### src/rtl/if_prefetch_buffer_pkg.sv
//============================================================================
// Module  : if_prefetch_buffer_pkg
// Brief   : Shared widths, depth and FIFO entry type for the IF prefetch buffer.
// Revision: 1.0 - initial release
//============================================================================
`default_nettype none

package if_prefetch_buffer_pkg;

    localparam int WORD_WIDTH     = 32;
    localparam int PREFETCH_DEPTH = 4;

    typedef struct packed {
        logic [WORD_WIDTH-1:0] addr;
        logic [WORD_WIDTH-1:0] instr;
    } fetch_entry_t;

endpackage

`default_nettype wire

### src/rtl/if_prefetch_buffer_if.sv
//============================================================================
// Module  : if_prefetch_buffer_if
// Brief   : Instruction-memory bus and IF-stage handshake of the prefetch buffer.
// Revision: 1.0 - initial release
//============================================================================
`default_nettype none

interface if_prefetch_buffer_if;
    import if_prefetch_buffer_pkg::*;

    logic                  instr_req_o;
    logic [WORD_WIDTH-1:0] instr_addr_o;
    logic                  instr_gnt_i;
    logic                  instr_rvalid_i;
    logic [WORD_WIDTH-1:0] instr_rdata_i;

    logic                  fetch_valid_o;
    logic                  fetch_ready_i;
    logic [WORD_WIDTH-1:0] fetch_instr_o;
    logic [WORD_WIDTH-1:0] fetch_addr_o;

    // master: the prefetch buffer; slave: memory plus IF stage
    modport master (
        output instr_req_o, instr_addr_o, fetch_valid_o, fetch_instr_o, fetch_addr_o,
        input  instr_gnt_i, instr_rvalid_i, instr_rdata_i, fetch_ready_i
    );

    modport slave (
        input  instr_req_o, instr_addr_o, fetch_valid_o, fetch_instr_o, fetch_addr_o,
        output instr_gnt_i, instr_rvalid_i, instr_rdata_i, fetch_ready_i
    );

endinterface

`default_nettype wire

### src/rtl/if_prefetch_buffer_fifo.sv
//============================================================================
// Module  : if_prefetch_buffer_fifo
// Brief   : Synchronous FIFO of fetch entries; flush overrides push and pop.
// Revision: 1.0 - initial release
//============================================================================
`default_nettype none

module if_prefetch_buffer_fifo
    import if_prefetch_buffer_pkg::*;
#(
    parameter int DEPTH = PREFETCH_DEPTH
) (
    input  wire logic                         clk,
    input  wire logic                         rst_n,
    input  wire logic                         i_push,
    input  wire fetch_entry_t                 i_push_data,
    input  wire logic                         i_pop,
    input  wire logic                         i_flush,
    output logic                              o_valid,
    output fetch_entry_t                      o_head,
    output logic [$clog2(DEPTH + 1)-1:0]      o_count
);

    localparam int c_PTR_W = $clog2(DEPTH);
    localparam int c_CNT_W = $clog2(DEPTH + 1);

    fetch_entry_t         r_mem [DEPTH];
    logic [c_PTR_W-1:0]   r_wr_ptr;
    logic [c_PTR_W-1:0]   r_rd_ptr;
    logic [c_CNT_W-1:0]   r_count;
    logic                 w_do_pop;

    assign w_do_pop = i_pop && (r_count != '0);

    always_ff @(posedge clk or negedge rst_n) begin
        if (!rst_n) begin
            for (int i = 0; i < DEPTH; i++) begin
                r_mem[i] <= '0;
            end
            r_wr_ptr <= '0;
            r_rd_ptr <= '0;
            r_count  <= '0;
        end else if (i_flush) begin
            r_wr_ptr <= '0;
            r_rd_ptr <= '0;
            r_count  <= '0;
        end else begin
            // Pointers wrap naturally because DEPTH is a power of two
            if (i_push) begin
                r_mem[r_wr_ptr] <= i_push_data;
                r_wr_ptr        <= r_wr_ptr + c_PTR_W'(1);
            end
            if (w_do_pop) begin
                r_rd_ptr <= r_rd_ptr + c_PTR_W'(1);
            end
            r_count <= r_count + c_CNT_W'(i_push) - c_CNT_W'(w_do_pop);
        end
    end

    assign o_valid = (r_count != '0);
    assign o_head  = r_mem[r_rd_ptr];
    assign o_count = r_count;

endmodule

`default_nettype wire

### src/rtl/if_prefetch_buffer.sv
//============================================================================
// Module  : if_prefetch_buffer
// Brief   : Sequential instruction prefetcher with redirect flush and discard.
// Revision: 1.0 - initial release
//============================================================================
`default_nettype none

module if_prefetch_buffer
    import if_prefetch_buffer_pkg::*;
#(
    parameter int DEPTH = PREFETCH_DEPTH
) (
    input  wire logic                  clk,
    input  wire logic                  rst_n,
    input  wire logic                  fetch_en_i,
    input  wire logic [WORD_WIDTH-1:0] pc_start_addr_i,
    input  wire logic                  redirect_i,
    input  wire logic [WORD_WIDTH-1:0] redirect_addr_i,
    if_prefetch_buffer_if.master       bus
);

    localparam int                    c_CNT_W      = $clog2(DEPTH + 1);
    localparam logic [WORD_WIDTH-1:0] c_WORD_BYTES = WORD_WIDTH'(4);
    localparam logic [0:0]            c_S_IDLE     = 1'b0;
    localparam logic [0:0]            c_S_REQ      = 1'b1;

    logic [0:0]             r_state;
    logic                   r_started;
    logic                   r_req_stale;
    logic [WORD_WIDTH-1:0]  r_req_addr;
    logic [WORD_WIDTH-1:0]  r_next_addr;
    logic [WORD_WIDTH-1:0]  r_rsp_addr;
    logic [c_CNT_W-1:0]     r_outstanding;
    logic [c_CNT_W-1:0]     r_discard;

    logic                   w_req_pending;
    logic                   w_grant;
    logic                   w_grant_fresh;
    logic                   w_rsp;
    logic                   w_push;
    logic                   w_pop;
    logic                   w_credit;
    logic                   w_issue;
    logic [c_CNT_W:0]       w_inflight;
    logic [c_CNT_W-1:0]     w_count;
    logic [c_CNT_W-1:0]     w_outstanding_nxt;
    logic [c_CNT_W-1:0]     w_discard_nxt;
    logic [WORD_WIDTH-1:0]  w_next_addr_nxt;
    logic [WORD_WIDTH-1:0]  w_rsp_addr_nxt;
    logic                   w_fifo_valid;
    fetch_entry_t           w_head;
    fetch_entry_t           w_push_data;

    assign w_req_pending = (r_state == c_S_REQ);
    assign w_grant       = w_req_pending && bus.instr_gnt_i;
    assign w_grant_fresh = w_grant && !r_req_stale;
    // rvalid with nothing outstanding is ignored entirely
    assign w_rsp         = bus.instr_rvalid_i && (r_outstanding != '0);
    assign w_push        = w_rsp && (r_discard == '0) && !redirect_i;
    assign w_pop         = w_fifo_valid && bus.fetch_ready_i;
    assign w_inflight    = (c_CNT_W + 1)'(w_count) + (c_CNT_W + 1)'(r_outstanding)
                         + (c_CNT_W + 1)'(w_req_pending);
    assign w_credit      = (w_inflight < (c_CNT_W + 1)'(DEPTH));
    assign w_issue       = fetch_en_i && w_credit;
    assign w_push_data   = '{addr: r_rsp_addr, instr: bus.instr_rdata_i};

    assign w_outstanding_nxt = r_outstanding + c_CNT_W'(w_grant) - c_CNT_W'(w_rsp);

    always_comb begin
        w_next_addr_nxt = r_next_addr;
        w_rsp_addr_nxt  = r_rsp_addr;
        w_discard_nxt   = r_discard;
        if (redirect_i) begin
            w_next_addr_nxt = redirect_addr_i;
            w_rsp_addr_nxt  = redirect_addr_i;
            // Every request still owed a response belongs to the old path
            w_discard_nxt   = w_outstanding_nxt;
        end else begin
            if (!r_started) begin
                w_next_addr_nxt = pc_start_addr_i;
                w_rsp_addr_nxt  = pc_start_addr_i;
            end else if (w_grant_fresh) begin
                w_next_addr_nxt = r_next_addr + c_WORD_BYTES;
            end
            if (w_push) begin
                w_rsp_addr_nxt = r_rsp_addr + c_WORD_BYTES;
            end
            w_discard_nxt = r_discard
                          - c_CNT_W'(w_rsp && (r_discard != '0))
                          + c_CNT_W'(w_grant && r_req_stale);
        end
    end

    always_ff @(posedge clk or negedge rst_n) begin
        if (!rst_n) begin
            r_state       <= c_S_IDLE;
            r_started     <= 1'b0;
            r_req_stale   <= 1'b0;
            r_req_addr    <= '0;
            r_next_addr   <= '0;
            r_rsp_addr    <= '0;
            r_outstanding <= '0;
            r_discard     <= '0;
        end else begin
            if (fetch_en_i) begin
                r_started <= 1'b1;
            end
            r_next_addr   <= w_next_addr_nxt;
            r_rsp_addr    <= w_rsp_addr_nxt;
            r_outstanding <= w_outstanding_nxt;
            r_discard     <= w_discard_nxt;
            case (r_state)
                c_S_IDLE: begin
                    if (w_issue) begin
                        r_state     <= c_S_REQ;
                        r_req_addr  <= w_next_addr_nxt;
                        r_req_stale <= 1'b0;
                    end
                end
                c_S_REQ: begin
                    if (bus.instr_gnt_i) begin
                        r_req_stale <= 1'b0;
                        if (w_issue) begin
                            r_req_addr <= w_next_addr_nxt;
                        end else begin
                            r_state <= c_S_IDLE;
                        end
                    end else if (redirect_i) begin
                        // Held request keeps its old address; its data is dropped later
                        r_req_stale <= 1'b1;
                    end
                end
                default: r_state <= c_S_IDLE;
            endcase
        end
    end

    if_prefetch_buffer_fifo #(
        .DEPTH (DEPTH)
    ) u_fifo (
        .clk         (clk),
        .rst_n       (rst_n),
        .i_push      (w_push),
        .i_push_data (w_push_data),
        .i_pop       (w_pop),
        .i_flush     (redirect_i),
        .o_valid     (w_fifo_valid),
        .o_head      (w_head),
        .o_count     (w_count)
    );

    assign bus.instr_req_o   = w_req_pending;
    assign bus.instr_addr_o  = r_req_addr;
    assign bus.fetch_valid_o = w_fifo_valid;
    assign bus.fetch_instr_o = w_head.instr;
    assign bus.fetch_addr_o  = w_head.addr;

    a_no_stray_rvalid: assert property (@(posedge clk) disable iff (!rst_n)
        bus.instr_rvalid_i |-> (r_outstanding != '0));

endmodule

`default_nettype wire

### src/flat_wrapper.sv
// flat-port wrapper written by rule: the top's interface ports become plain ports
module if_prefetch_buffer_flat import if_prefetch_buffer_pkg::*;
#(
    parameter int DEPTH = PREFETCH_DEPTH
)
  (clk, rst_n, fetch_en_i, pc_start_addr_i, redirect_i, redirect_addr_i, bus_instr_req_o, bus_instr_addr_o, bus_fetch_valid_o, bus_fetch_instr_o, bus_fetch_addr_o, bus_instr_gnt_i, bus_instr_rvalid_i, bus_instr_rdata_i, bus_fetch_ready_i);
  if_prefetch_buffer_if bus_i ();
  input  wire logic clk;
  input  wire logic rst_n;
  input  wire logic fetch_en_i;
  input  wire logic [WORD_WIDTH-1:0] pc_start_addr_i;
  input  wire logic redirect_i;
  input  wire logic [WORD_WIDTH-1:0] redirect_addr_i;
  output wire logic [$bits(bus_i.instr_req_o)-1:0] bus_instr_req_o;
  output wire logic [$bits(bus_i.instr_addr_o)-1:0] bus_instr_addr_o;
  output wire logic [$bits(bus_i.fetch_valid_o)-1:0] bus_fetch_valid_o;
  output wire logic [$bits(bus_i.fetch_instr_o)-1:0] bus_fetch_instr_o;
  output wire logic [$bits(bus_i.fetch_addr_o)-1:0] bus_fetch_addr_o;
  input wire logic [$bits(bus_i.instr_gnt_i)-1:0] bus_instr_gnt_i;
  input wire logic [$bits(bus_i.instr_rvalid_i)-1:0] bus_instr_rvalid_i;
  input wire logic [$bits(bus_i.instr_rdata_i)-1:0] bus_instr_rdata_i;
  input wire logic [$bits(bus_i.fetch_ready_i)-1:0] bus_fetch_ready_i;
  assign bus_instr_req_o = bus_i.instr_req_o;
  assign bus_instr_addr_o = bus_i.instr_addr_o;
  assign bus_fetch_valid_o = bus_i.fetch_valid_o;
  assign bus_fetch_instr_o = bus_i.fetch_instr_o;
  assign bus_fetch_addr_o = bus_i.fetch_addr_o;
  assign bus_i.instr_gnt_i = bus_instr_gnt_i;
  assign bus_i.instr_rvalid_i = bus_instr_rvalid_i;
  assign bus_i.instr_rdata_i = bus_instr_rdata_i;
  assign bus_i.fetch_ready_i = bus_fetch_ready_i;
  if_prefetch_buffer #(.DEPTH(DEPTH)) u_core (.clk(clk), .rst_n(rst_n), .fetch_en_i(fetch_en_i), .pc_start_addr_i(pc_start_addr_i), .redirect_i(redirect_i), .redirect_addr_i(redirect_addr_i), .bus(bus_i));
endmodule
### config.mk
export PLATFORM = sky130hd
export DESIGN_NAME = if_prefetch_buffer_flat
export DESIGN_NICKNAME = d
export VERILOG_FILES = /design/src/rtl/if_prefetch_buffer_pkg.sv /design/src/rtl/if_prefetch_buffer_if.sv /design/src/rtl/if_prefetch_buffer_fifo.sv /design/src/rtl/if_prefetch_buffer.sv /design/src/flat_wrapper.sv
export SDC_FILE = /design/constraint.sdc
export NUM_CORES = 1
export LEC_CHECK = 0
export ABC_AREA = 1
export CAP_MARGIN = 40
export CORE_MARGIN = 4
export CORE_UTILIZATION = 45
export DETAILED_ROUTE_END_ITERATION = 8
export PLACE_DENSITY = 0.66
export SKIP_CTS_REPAIR_TIMING = 1
export SYNTH_ARGS = -nofsm -noshare
export SYNTH_HDL_FRONTEND = slang
export SYNTH_SLANG_ARGS = --single-unit
### constraint.sdc
create_clock -name clk -period 3.36 [get_ports clk]
set_clock_uncertainty 0.05 [all_clocks]
set_input_delay 0.672 -clock clk [delete_from_list [all_inputs] [get_ports clk]]
set_output_delay 0.672 -clock clk [all_outputs]
set_load 0.02 [all_outputs]
==> qor_table.md <==
| Quantity | Reported | Unit |
|:---|:---|:---|
| Final standard cell count with taps included and fillers excluded | 2,910 | - |
| Detailed placement HPWL | 34,100 | um |
| Cell with the biggest individual delay on the critical path | sky130_fd_sc_hd__clkdlybuf4s50_1 | - |
| Internal power | 10.8 | mW |
| Pin count of the biggest net entering global routing | 130 | - |
| Number of clock sinks seen by CTS | 368 | - |
| Hold violation total from the final report | 0 | - |
| Area growth, synth to finish | 22.3 | % |
| Core region area | 0.0386 | sq mm |
| Mean post-synth cell area | 7.98 | sq um |
| Arrival @ worst endpoint | 2560 | ps |
| Overflow left after global routing | 0 | - |
| X dimension of the die | 206 | um |
| Flip-flop and latch count after synthesis | 368 | - |
| Final wirelength | 51,200 | um |
| Sequential area share after synthesis | 0.522 | - |
| Worst skew pair latency | 550 | ps |
| Library cells used by synthesis | 39 | - |
| Shortest clock period the worst path allows after layout | 3280 | ps |
| Cell at the root of the clock tree | sky130_fd_sc_hd__clkbuf_16 | - |
| RePlAce Congestion | 0.959 | - |
| Power density over the cells | 801 | mW/mm^2 |
| Clock Tree Buf Depth | 3 | - |
| Proportion of power drawn by the clock network | 0.252 | - |
| Clock-pin slew on the worst setup and hold paths | 60 | ps |
| Met1 Routed Length | 23,100 | um |
| RSZ-0062 raised after global routing | no | - |
| Run status | completed | - |
| Family of cells with the greatest summed delay on the critical path | buffers and inverters | - |
| Highest attainable clock frequency | 305 | MHz |
| Avg Vias per Cell | 5.39 | - |
| Biggest area consumer among synthesized cells | sky130_fd_sc_hd__dfrtp_1 | - |
| I/O pin total | 201 | - |
| Final count of negative-setup-slack endpoints | 0 | - |
| CP Class | reg -> out | - |
| Worst-case vdd ir drop | 0.669 | mV |
| Area share of the largest cell type after synthesis | 0.522 | - |
| Max-slew headroom at the worst pin | 0.483 | - |
| Standby leakage power | 10.3 | nW |
| Max Transition Viols Final | 0 | - |
| Share of synthesized registers carrying an async set or reset | 1.00 | - |
| Met3 wirelength from detailed routing | 3390 | um |
| Number of instances in the synthesized netlist | 2,210 | - |
| Delay contributed by the slowest stage of the critical path | 660 | ps |
| Number of antenna violations at the first check in global routing | 0 | - |
| Worst slew pin tran | 776 | ps |
| Final antenna-violating net count | 0 | - |
| First-pass GRT wire length | 82,000 | um |
| Period Utilization, post-route | 0.976 | - |
| Starting utilization of the core area | 0.456 | - |
| Total standard cell area after synthesis | 0.0176 | sq mm |
| Post-route setup TNS | 0 | ps |
| Combinational share of power | 0.385 | - |
| Cell types occupying the most area after synthesis | sky130_fd_sc_hd__dfrtp_1 (52%), sky130_fd_sc_hd__nand2_1 (12%), sky130_fd_sc_hd__o21ai_1 (7.8%) | - |
| Hold Path Class | in -> async | - |
| CTS tree | yes | - |
| Number of synthesized flops with an enable pin | 0 | - |
| Overall global routing resource usage | 0.240 | - |
| Max capacitance violation total | 0 | - |
| Count of synthesis-stage warnings from yosys | 0 | - |
| Layout cells sized above 1 | 0.0598 | - |
| Total length of routed met2 wires | 23,700 | um |
| Via total after detailed routing | 15,700 | - |
| Initial detailed-routing violation count | 1,252 | - |
| Number of placed instances, taps included | 2,835 | - |
| Required time of the worst setup path | 2640 | ps |
| Switching power total | 6.51 | mW |
| Net total in the final layout | 2,482 | - |
| Synth Net Count | 2,331 | - |
| Average routed wire per standard cell | 17.6 | um |
| WP buf/inv | 3 | - |
| Site row count | 72 | - |
| Drt pass-1 iters | 6 | - |
| Switch share | 0.377 | - |
| Quantity of I/O buffers inserted on ports | 200 | - |
| CTS Buf Count | 41 | - |
| H-tree depth | 2 | - |
| Kind of end point of the critical path | primary output | - |
| Total power consumption of the routed design | 17.3 | mW |
| Total die area | 0.0424 | sq mm |
| Ys flop type | sky130_fd_sc_hd__dfrtp_1 | - |
| Die Y-Extent | 206 | um |
| Worst-path cell chain | inv_6, buf_12, o21ai_0, o22ai_1, clkdlybuf4s50_1 | - |
| Number of global-route vias before repair | 15,100 | - |
| Uppermost routed layer | met4 | - |
| Worst hold slack | 58.1 | ps |
| Critical Path Start Type | flop | - |
| Number of diodes | 0 | - |
| Critical-path maximum fanout | 36 | - |
| Final routed DRC violation total | 0 | - |
| Sequential cell fraction of total power | 0.363 | - |
[through the flow]
step                       util  worst slack (ps)  instance area [sq um]
after global placement    0.522               499                  20200
final                     0.558              81.8                  21600
after detailed placement  0.522               468                  20200
after floorplan               -              1070                  17600
after global routing      0.558             0.155                  21600
after CTS                 0.556              -143                  21500
[cells in the mapped netlist, types with 2 or more instances]
cell                       instances
sky130_fd_sc_hd__nor2_2            7
sky130_fd_sc_hd__o21ai_0         177
sky130_fd_sc_hd__inv_1           145
sky130_fd_sc_hd__inv_2            10
sky130_fd_sc_hd__ha_1             15
sky130_fd_sc_hd__xor2_1           18
sky130_fd_sc_hd__nand2_2           2
sky130_fd_sc_hd__nor3_2            2
sky130_fd_sc_hd__a31oi_1           8
sky130_fd_sc_hd__dfrtp_1         368
sky130_fd_sc_hd__nor2_1          242
sky130_fd_sc_hd__fa_1              3
sky130_fd_sc_hd__clkbuf_1         59
sky130_fd_sc_hd__a41oi_1           3
sky130_fd_sc_hd__a21oi_1          42
sky130_fd_sc_hd__o211ai_1          2
sky130_fd_sc_hd__o21bai_1          4
sky130_fd_sc_hd__buf_1             3
sky130_fd_sc_hd__o21ai_1         273
sky130_fd_sc_hd__clkinv_1          3
sky130_fd_sc_hd__xnor2_1          10
sky130_fd_sc_hd__nand4_1           7
sky130_fd_sc_hd__nor2_4            3
sky130_fd_sc_hd__nand3_1          53
sky130_fd_sc_hd__nor3_1           16
sky130_fd_sc_hd__and2_1            3
sky130_fd_sc_hd__buf_2            68
sky130_fd_sc_hd__nand2_1         578
sky130_fd_sc_hd__o221ai_1          2
sky130_fd_sc_hd__o22ai_1          73
sky130_fd_sc_hd__nand3b_1          3
[cells in the final DEF, fill, tap and decap left out, types with 3 or more instances in the layout]
| cell | count |
|---|---|
| sky130_fd_sc_hd__nand2_1 | 574 |
| sky130_fd_sc_hd__buf_12 | 12 |
| sky130_fd_sc_hd__o22ai_1 | 71 |
| sky130_fd_sc_hd__clkbuf_16 | 42 |
| sky130_fd_sc_hd__nor2_4 | 3 |
| sky130_fd_sc_hd__a21oi_1 | 42 |
| sky130_fd_sc_hd__nand3_1 | 53 |
| sky130_fd_sc_hd__nor3_1 | 16 |
| sky130_fd_sc_hd__inv_1 | 143 |
| sky130_fd_sc_hd__a41oi_1 | 3 |
| sky130_fd_sc_hd__buf_4 | 22 |
| sky130_fd_sc_hd__nand3b_1 | 3 |
| sky130_fd_sc_hd__o21ai_0 | 177 |
| sky130_fd_sc_hd__nand2_4 | 4 |
| sky130_fd_sc_hd__clkbuf_1 | 10 |
| sky130_fd_sc_hd__nand4_1 | 7 |
| sky130_fd_sc_hd__o21bai_1 | 4 |
| sky130_fd_sc_hd__a31oi_1 | 8 |
| sky130_fd_sc_hd__xnor2_1 | 10 |
| sky130_fd_sc_hd__clkinv_2 | 11 |
| sky130_fd_sc_hd__xor2_1 | 18 |
| sky130_fd_sc_hd__nor2_1 | 241 |
| sky130_fd_sc_hd__inv_2 | 10 |
| sky130_fd_sc_hd__dlymetal6s2s_1 | 7 |
| sky130_fd_sc_hd__clkdlybuf4s50_1 | 191 |
| sky130_fd_sc_hd__dfrtp_1 | 366 |
| sky130_fd_sc_hd__ha_1 | 15 |
| sky130_fd_sc_hd__nor2_2 | 8 |
| sky130_fd_sc_hd__clkbuf_8 | 9 |
| sky130_fd_sc_hd__fa_1 | 3 |
| sky130_fd_sc_hd__clkinv_1 | 3 |
| sky130_fd_sc_hd__and2_1 | 3 |
| sky130_fd_sc_hd__o21ai_1 | 273 |
[kinds of logic after synthesis]
kind of cell,share of synthesized area
and+or+nand+nor,0.209
buffers and inverters,0.0662
DFF,0.522
AOI/OAI and AO/OA,0.174
adders and majority gates,0.0141
xor gates and xnor gates,0.0139
[power groups by stage]
stage               combinational [mW]  clock [mW]  sequential (mW)
floorplan                         3.69           0             6.33
global placement                  6.52           0             6.28
detailed placement                6.63           0             6.30
CTS                               6.66        4.45             6.25
global route                      7.35        4.62             6.40
finish                            6.65        4.35             6.27
[worst paths after layout]
check / startpoint / end / slack [ps] / cells past startpoint
max: u_core.u_fifo.r_rd_ptr[0] / bus_fetch_addr_o[7] / 80 / 5
min: rst_n / u_core.u_fifo.r_mem[136] / 60 / 1
max reg2reg: u_core.r_outstanding[2] / u_core.r_discard[2] / 1030 / 12
min reg2reg: u_core.u_fifo.r_mem[122] / u_core.u_fifo.r_mem[122] / 430 / 2
max in group asynchronous: rst_n / u_core.bus.instr_addr_o[19] / 2320 / 2
min in group clk: redirect_i / u_core.u_fifo.o_count[1] / 360 / 2
[per-layer routing]
metal,vias to the layer above,track usage
li1,7570,-
met1,7531,0.348
met2,526,0.380
met3,65,0.0351
met4,0,0.0661
met5,-,0
[layout make-up]
cell class | instances | area [sq um]
Clock buffer | 59 | 1170
Clock inverter | 15 | 129
Fill cell | 3493 | 17100
Inverter | 158 | 599
Multi-Input combinational cell | 1554 | 7300
Sequential cell | 368 | 9210
Tap cell | 518 | 648
Timing Repair Buffer | 238 | 2500
[flip-flops by register name, summed over array words and instances, names as in the netlist]
register                 cells
u_core.r_rsp_addr           32
u_core.u_fifo.r_wr_ptr       2
u_core.u_fifo.o_count        3
u_core.r_outstanding         3
u_core.r_started             1
u_core.u_fifo.r_rd_ptr       2
u_core.bus.instr_req_o       1
u_core.u_fifo.r_mem        256
u_core.r_discard             3
u_core.r_req_stale           1
u_core.r_next_addr          32
u_core.bus.instr_addr_o     32
Power figures use the tool's default switching activity.
==> variant 1 (same settings) <==
Set the package constant `PREFETCH_DEPTH` to 8 (it was 4).
--- a/src/rtl/if_prefetch_buffer_pkg.sv
+++ b/src/rtl/if_prefetch_buffer_pkg.sv
@@ -8,7 +8,7 @@
 package if_prefetch_buffer_pkg;
 
     localparam int WORD_WIDTH     = 32;
-    localparam int PREFETCH_DEPTH = 4;
+    localparam int PREFETCH_DEPTH = 8;
 
     typedef struct packed {
         logic [WORD_WIDTH-1:0] addr;
Behaviour: no difference found for any inputs over 4 cycles, from zero or initial values and one cycle with rst_n low; that may be too few to reach the edited logic, so the function may still have changed.
==> variant 1 against the original RTL <==
- power up 48%
- highest routed layer unchanged
- sequential cell count grew 261
- clock power grew 77%
- non-clock buffer count increased by 40
- area after synthesis rose by 69%
- routed wire length increased by 62%
- worst setup slack worse by 8.8 ps
- critical endpoint is now bus_fetch_instr_o[1]
- count of clock-buffer cells in the layout up 53
- cell area is 62% higher
- the run now ends with hold timing left
==> variant 1: results (changes against the original RTL) <==
qor: status.outcome finished with violations
qor: status.failing_checks hold timing
qor: place.placed_cells 4569 [+61%]
qor: critical_path.cp_max_fo 16 [-56%]
qor: logic_synthesis.syn_nets 3803 [+63%]
qor: critical_path.crit_path_top_delay_cell dfrtp_4
qor: power_and_ir_drop.p_leak 16.9 nW [+65%]
qor: global_routing.grt_util_all_layers 0.235 [-0.00518]
qor: cts.tritoncts.num_buffers 70 [+71%]
qor: timing.timing_hold_violations_final 2 [+2]
qor: detailed_routing.num_vias 25100 [+60%]
qor: final_layout.num-nets-final 3907 [+57%]
qor: detailed_routing.first_iter_violations 2109 [+68%]
qor: logic_synthesis.synthTopCellsByCount nand2_1 (854), dfrtp_1 (629), nor2_1 (575)
qor: logic_synthesis.synth.avg_cell_area 8.11 sq um [+1.7%]
qor: global_routing.global_route_wire_length_before_repair 135000 um [+65%]
qor: place.place.detailed.hpwl 50800 um [+49%]
qor: timing.finalHoldWorstSlack -9.07 ps [-67.2 ps]
qor: detailed_routing.route.met2.wl 38500 um [+62%]
qor: power_and_ir_drop.ir_worst_vdd 413 uV [-38%]
qor: timing.timing_worst_slew_pin_value 911 ps [+135 ps]
qor: global_routing.grt_start_max_net_pins 125 [-3.8%]
qor: detailed_routing.routed-wl-met3 4340 um [+28%]
qor: cts.worst_skew_pair.late_latency 610 ps [+60 ps]
qor: place.dpl-instance-area 0.0325 sq mm [+61%]
qor: place.place_ws 344 ps [-124 ps]
qor: final_layout.fillerInstances 6112 [+75%]
qor: timing.timing.fmax 304 MHz [-0.27%]
qor: logic_synthesis.count_of_different_cell_masters_after_synthesis 44 [+13%]
qor: cts.htree_levels 3 [+1]
qor: detailed_routing.detail_route.wl_per_cell 17.7 um [+0.37%]
qor: logic_synthesis.ys_seq_area_frac 0.528 [+0.00559]
qor: critical_path.slowest_delay 510 ps [-150 ps]
qor: logic_synthesis.most_area_consuming_cells_after_synthesis dfrtp_1 (53%), nand2_1 (11%), o21ai_1 (8.7%), nor2_1 (7.2%), o21ai_0 (5.3%)
qor: final_layout.final_layout_size_suffix_gt1_frac 0.0673 [+0.00751]
==> variant 1: cell count changes in the layout (fill, tap and decap cells not counted), sizes merged, moves of 41 or more <==
cell / change
dfrtp: +261
o21ai: +385
buf: +41
clkbuf: +60
nor2: +342
nand2: +285
a31oi: +60
dlymetal6s2s: +49
clkdlybuf4s50: -57
==> variant 1: critical path, delay by kind of cell (launching register included) <==
family | cells | cell delay [ps]
flops | 1 | 510
buf+inv | 3 | 760
compound gates | 3 | 600
simple gates | 1 | 70
==> variant 1: metrics by stage <==
stage	hold slack (ps)	utilization
after CTS	2.75	0.530
after global placement	413	0.495
final	-9.07	0.533
after floorplan	326	-
after global routing	9.52	0.532
after detailed placement	414	0.495
==> variant 1: cell families (layout without fill, tap and decap cells) <==
family	Yosys count	in the layout	share of synthesized area
AOI/OAI and AO/OA	1037	1037	0.182
other	0	1	0
adders and majority gates	26	26	0.0117
buffers and inverters	415	575	0.0654
xor gates and xnor gates	29	29	0.00852
DFF	629	629	0.528
and+or+nand+nor	1538	1538	0.205
==> variant 1: area by class of cell <==
cell class / instances / share of cell area
flip-flops and latches: 629 / 0.450
multi-input cells: 2630 / 0.348
repair buffers: 278 / 0.0862
clock buffers: 112 / 0.0618
well taps: 864 / 0.0309
inverters: 169 / 0.0184
clock inverters: 16 / 0.00468
diodes: 1 / 0.0000715
==> variant 1: per-layer routing <==
metal	vias to the layer above	GRT usage
li1	12300	-
met5	-	0
met3	141	0.0382
met2	664	0.380
met4	0	0.0657
met1	11900	0.330
==> variant 1: power by group <==
part	internal [mW]	switching [mW]	total, mW
registers	8.50	0.617	9.12
logic	3.29	5.36	8.66
clock network	4.58	3.14	7.71
total	16.4	9.12	25.5
==> variant 2 (same flow settings) <==
Made on the original files. Take the reset off `r_next_addr` and `r_rsp_addr` and load them in a clocked block of their own.
--- a/src/rtl/if_prefetch_buffer.sv
+++ b/src/rtl/if_prefetch_buffer.sv
@@ -97,16 +97,12 @@
             r_started     <= 1'b0;
             r_req_stale   <= 1'b0;
             r_req_addr    <= '0;
-            r_next_addr   <= '0;
-            r_rsp_addr    <= '0;
             r_outstanding <= '0;
             r_discard     <= '0;
         end else begin
             if (fetch_en_i) begin
                 r_started <= 1'b1;
             end
-            r_next_addr   <= w_next_addr_nxt;
-            r_rsp_addr    <= w_rsp_addr_nxt;
             r_outstanding <= w_outstanding_nxt;
             r_discard     <= w_discard_nxt;
             case (r_state)
@@ -133,6 +129,11 @@
                 default: r_state <= c_S_IDLE;
             endcase
         end
+    end
+
+    always_ff @(posedge clk) begin
+        r_next_addr <= w_next_addr_nxt;
+        r_rsp_addr  <= w_rsp_addr_nxt;
     end
 
     if_prefetch_buffer_fifo #(
Behaviour: no difference found for any inputs over 4 cycles, from zero or initial values and one cycle with rst_n low; that may be too few to reach the edited logic, so the function may still have changed.
==> variant 2 against the original RTL <==
- area after synthesis up 0.11%
- combinational power fell by 3%
- critical path depth decreased by 1
- power decreased by 0.32%
- routed wire length decreased by 0.39%
- cell count shrank 2.1%
- die area is 0.10% higher
- count of clock-buffer cells in the layout increased by 6
- sequential cell count unchanged
- cell area about the same
- worst setup slack got worse by 15 ps
- critical path type unchanged
==> variant 2: results (changes against the original RTL) <==
qor: status.outcome complete, no violations
qor: final_layout.num-nets-final 2421 [-2.5%]
qor: power_and_ir_drop.p_leak 10.2 nW [-0.60%]
qor: global_routing.global_route_wire_length_before_repair 80400 um [-1.9%]
qor: global_routing.antenna_violations_before_repair 1 [+1]
qor: logic_synthesis.count_of_different_cell_masters_after_synthesis 41 [+5.1%]
qor: global_routing.met2_usage 0.367 [-0.0126]
qor: logic_synthesis.synthArstFlopShare 0.826 [-0.174]
qor: logic_synthesis.synth_enable_flop_cells 32 [+32]
qor: logic_synthesis.syn_nets 2268 [-2.7%]
qor: place.place.detailed.hpwl 34300 um [+0.80%]
qor: logic_synthesis.synth.avg_cell_area 8.22 sq um [+3.0%]
qor: place.dpl-instance-area 0.0201 sq mm [-0.27%]
qor: global_routing.grt_util_all_layers 0.237 [-0.00307]
qor: logic_synthesis.synth-compound-area-share 0.175 [+0.000950]
qor: place.gpl.final_weighted_congestion 0.974 [+1.5%]
qor: final_layout.stdcell_area 0.0216 sq mm [about the same]
qor: final_layout.final_layout_size_suffix_gt1_frac 0.0785 [+0.0187]
qor: detailed_routing.first_iter_violations 1142 [-8.8%]
qor: cts.htree_levels 2 [unchanged]
qor: global_routing.grt.met3_usage 0.0496 [+0.0144]
qor: logic_synthesis.most_area_consuming_cells_after_synthesis dfrtp_1 (43%), nand2_1 (13%), o21ai_0 (10%), edfxtp_1 (5.4%), nor2_1 (4.4%)
qor: detailed_routing.drt-pass1-iter-count 8 [+2]
qor: critical_path.data_arrival_at_the_endpoint_of_the_critical_path 2570 ps [about the same]
qor: place.placed_cells 2773 [-2.2%]
qor: logic_synthesis.xor_and_xnor_area_share_after_synthesis 0.0164 [+0.00247]
qor: global_routing.grtUsageMet1 0.331 [-0.0170]
qor: final_layout.largest_register_ff_count 256 [unchanged]
qor: logic_synthesis.synthTopCellsByCount nand2_1 (592), o21ai_0 (356), dfrtp_1 (304)
qor: detailed_routing.detail_route.wl_per_cell 17.9 um [+1.7%]
qor: detailed_routing.drt_wl_total 51000 um [-0.39%]
qor: power_and_ir_drop.ir_worst_vdd 434 uV [-35%]
qor: detailed_routing.num_vias 15400 [-2.1%]
qor: global_routing.grt_start_max_net_pins 98 [-25%]
qor: logic_synthesis.yosys.area_share.adder 0.0140 [-0.0000150]
qor: cts.worst_skew_pair.late_latency 580 ps [+30 ps]
qor: critical_path.crit-reg2reg-launch u_core.r_outstanding[1]
[variant 2: cell types whose count changed after synthesis, sizes merged, moves of 13 or more]
cell / delta
nand2: +14
dfrtp: -64
buf: -27
clkbuf: +24
o21ai: -30
o211ai: +13
nor2: -39
a21oi: -19
dfxtp: +32
edfxtp: +32
[variant 2: worst max-delay path: stages, from the launching register on]
cell,delay (ps)
dfrtp_4,470
clkbuf_8,400
o21ai_0,160
o22ai_1,260
clkdlybuf4s50_1,670
[variant 2: final timing paths]
| check | to | slack (ps) | cells after the start |
|---|---|---|---|
| worst max-delay path | bus_fetch_instr_o[7] | 70 | 4 |
| worst min-delay path | u_core.u_fifo.r_mem[202] | 70 | 1 |
| worst max register to register | u_core.r_discard[2] | 920 | 10 |
| worst min register to register | u_core.u_fifo.r_mem[174] | 430 | 2 |
| max in group asynchronous | u_core.u_fifo.r_mem[111] | 2270 | 2 |
| min in group clk | u_core.u_fifo.r_mem[174] | 430 | 2 |
[variant 2: power breakdown]
group          internal [mW]  switching, mW
combinational           2.67           3.81
sequential              5.61          0.688
clock                   2.56           1.88
[variant 2: final cells by class]
| type | count | area, sq um |
|---|---|---|
| clock buffers | 65 | 1240 |
| well taps | 518 | 648 |
| flip-flops and latches | 368 | 9220 |
| repair buffers | 237 | 2500 |
| clock inverters | 9 | 92.6 |
| fillers | 3550 | 17200 |
| multi-input cells | 1493 | 7260 |
| inverters | 159 | 602 |
[variant 2: stage by stage]
step / hold slack, ps / worst slack (ps)
finish: 72.2 / 66.3
global route: 107 / 0.194
CTS: 101 / -208
detailed placement: 413 / 424
global placement: 410 / 424
floorplan: 326 / 999
[variant 2: layer usage]
metal  part of all wire  routed length, um
met1               0.44              22600
met2               0.45              23100
met3              0.071               3610
met4              0.034               1740
met5            0.00025                 13
[variant 2: kinds of logic after synthesis]
group           after synthesis
simple gates                905
fa+ha+maj                    18
compound gates              537
xor+xnor                     33
buf+inv                     286
flops                       368
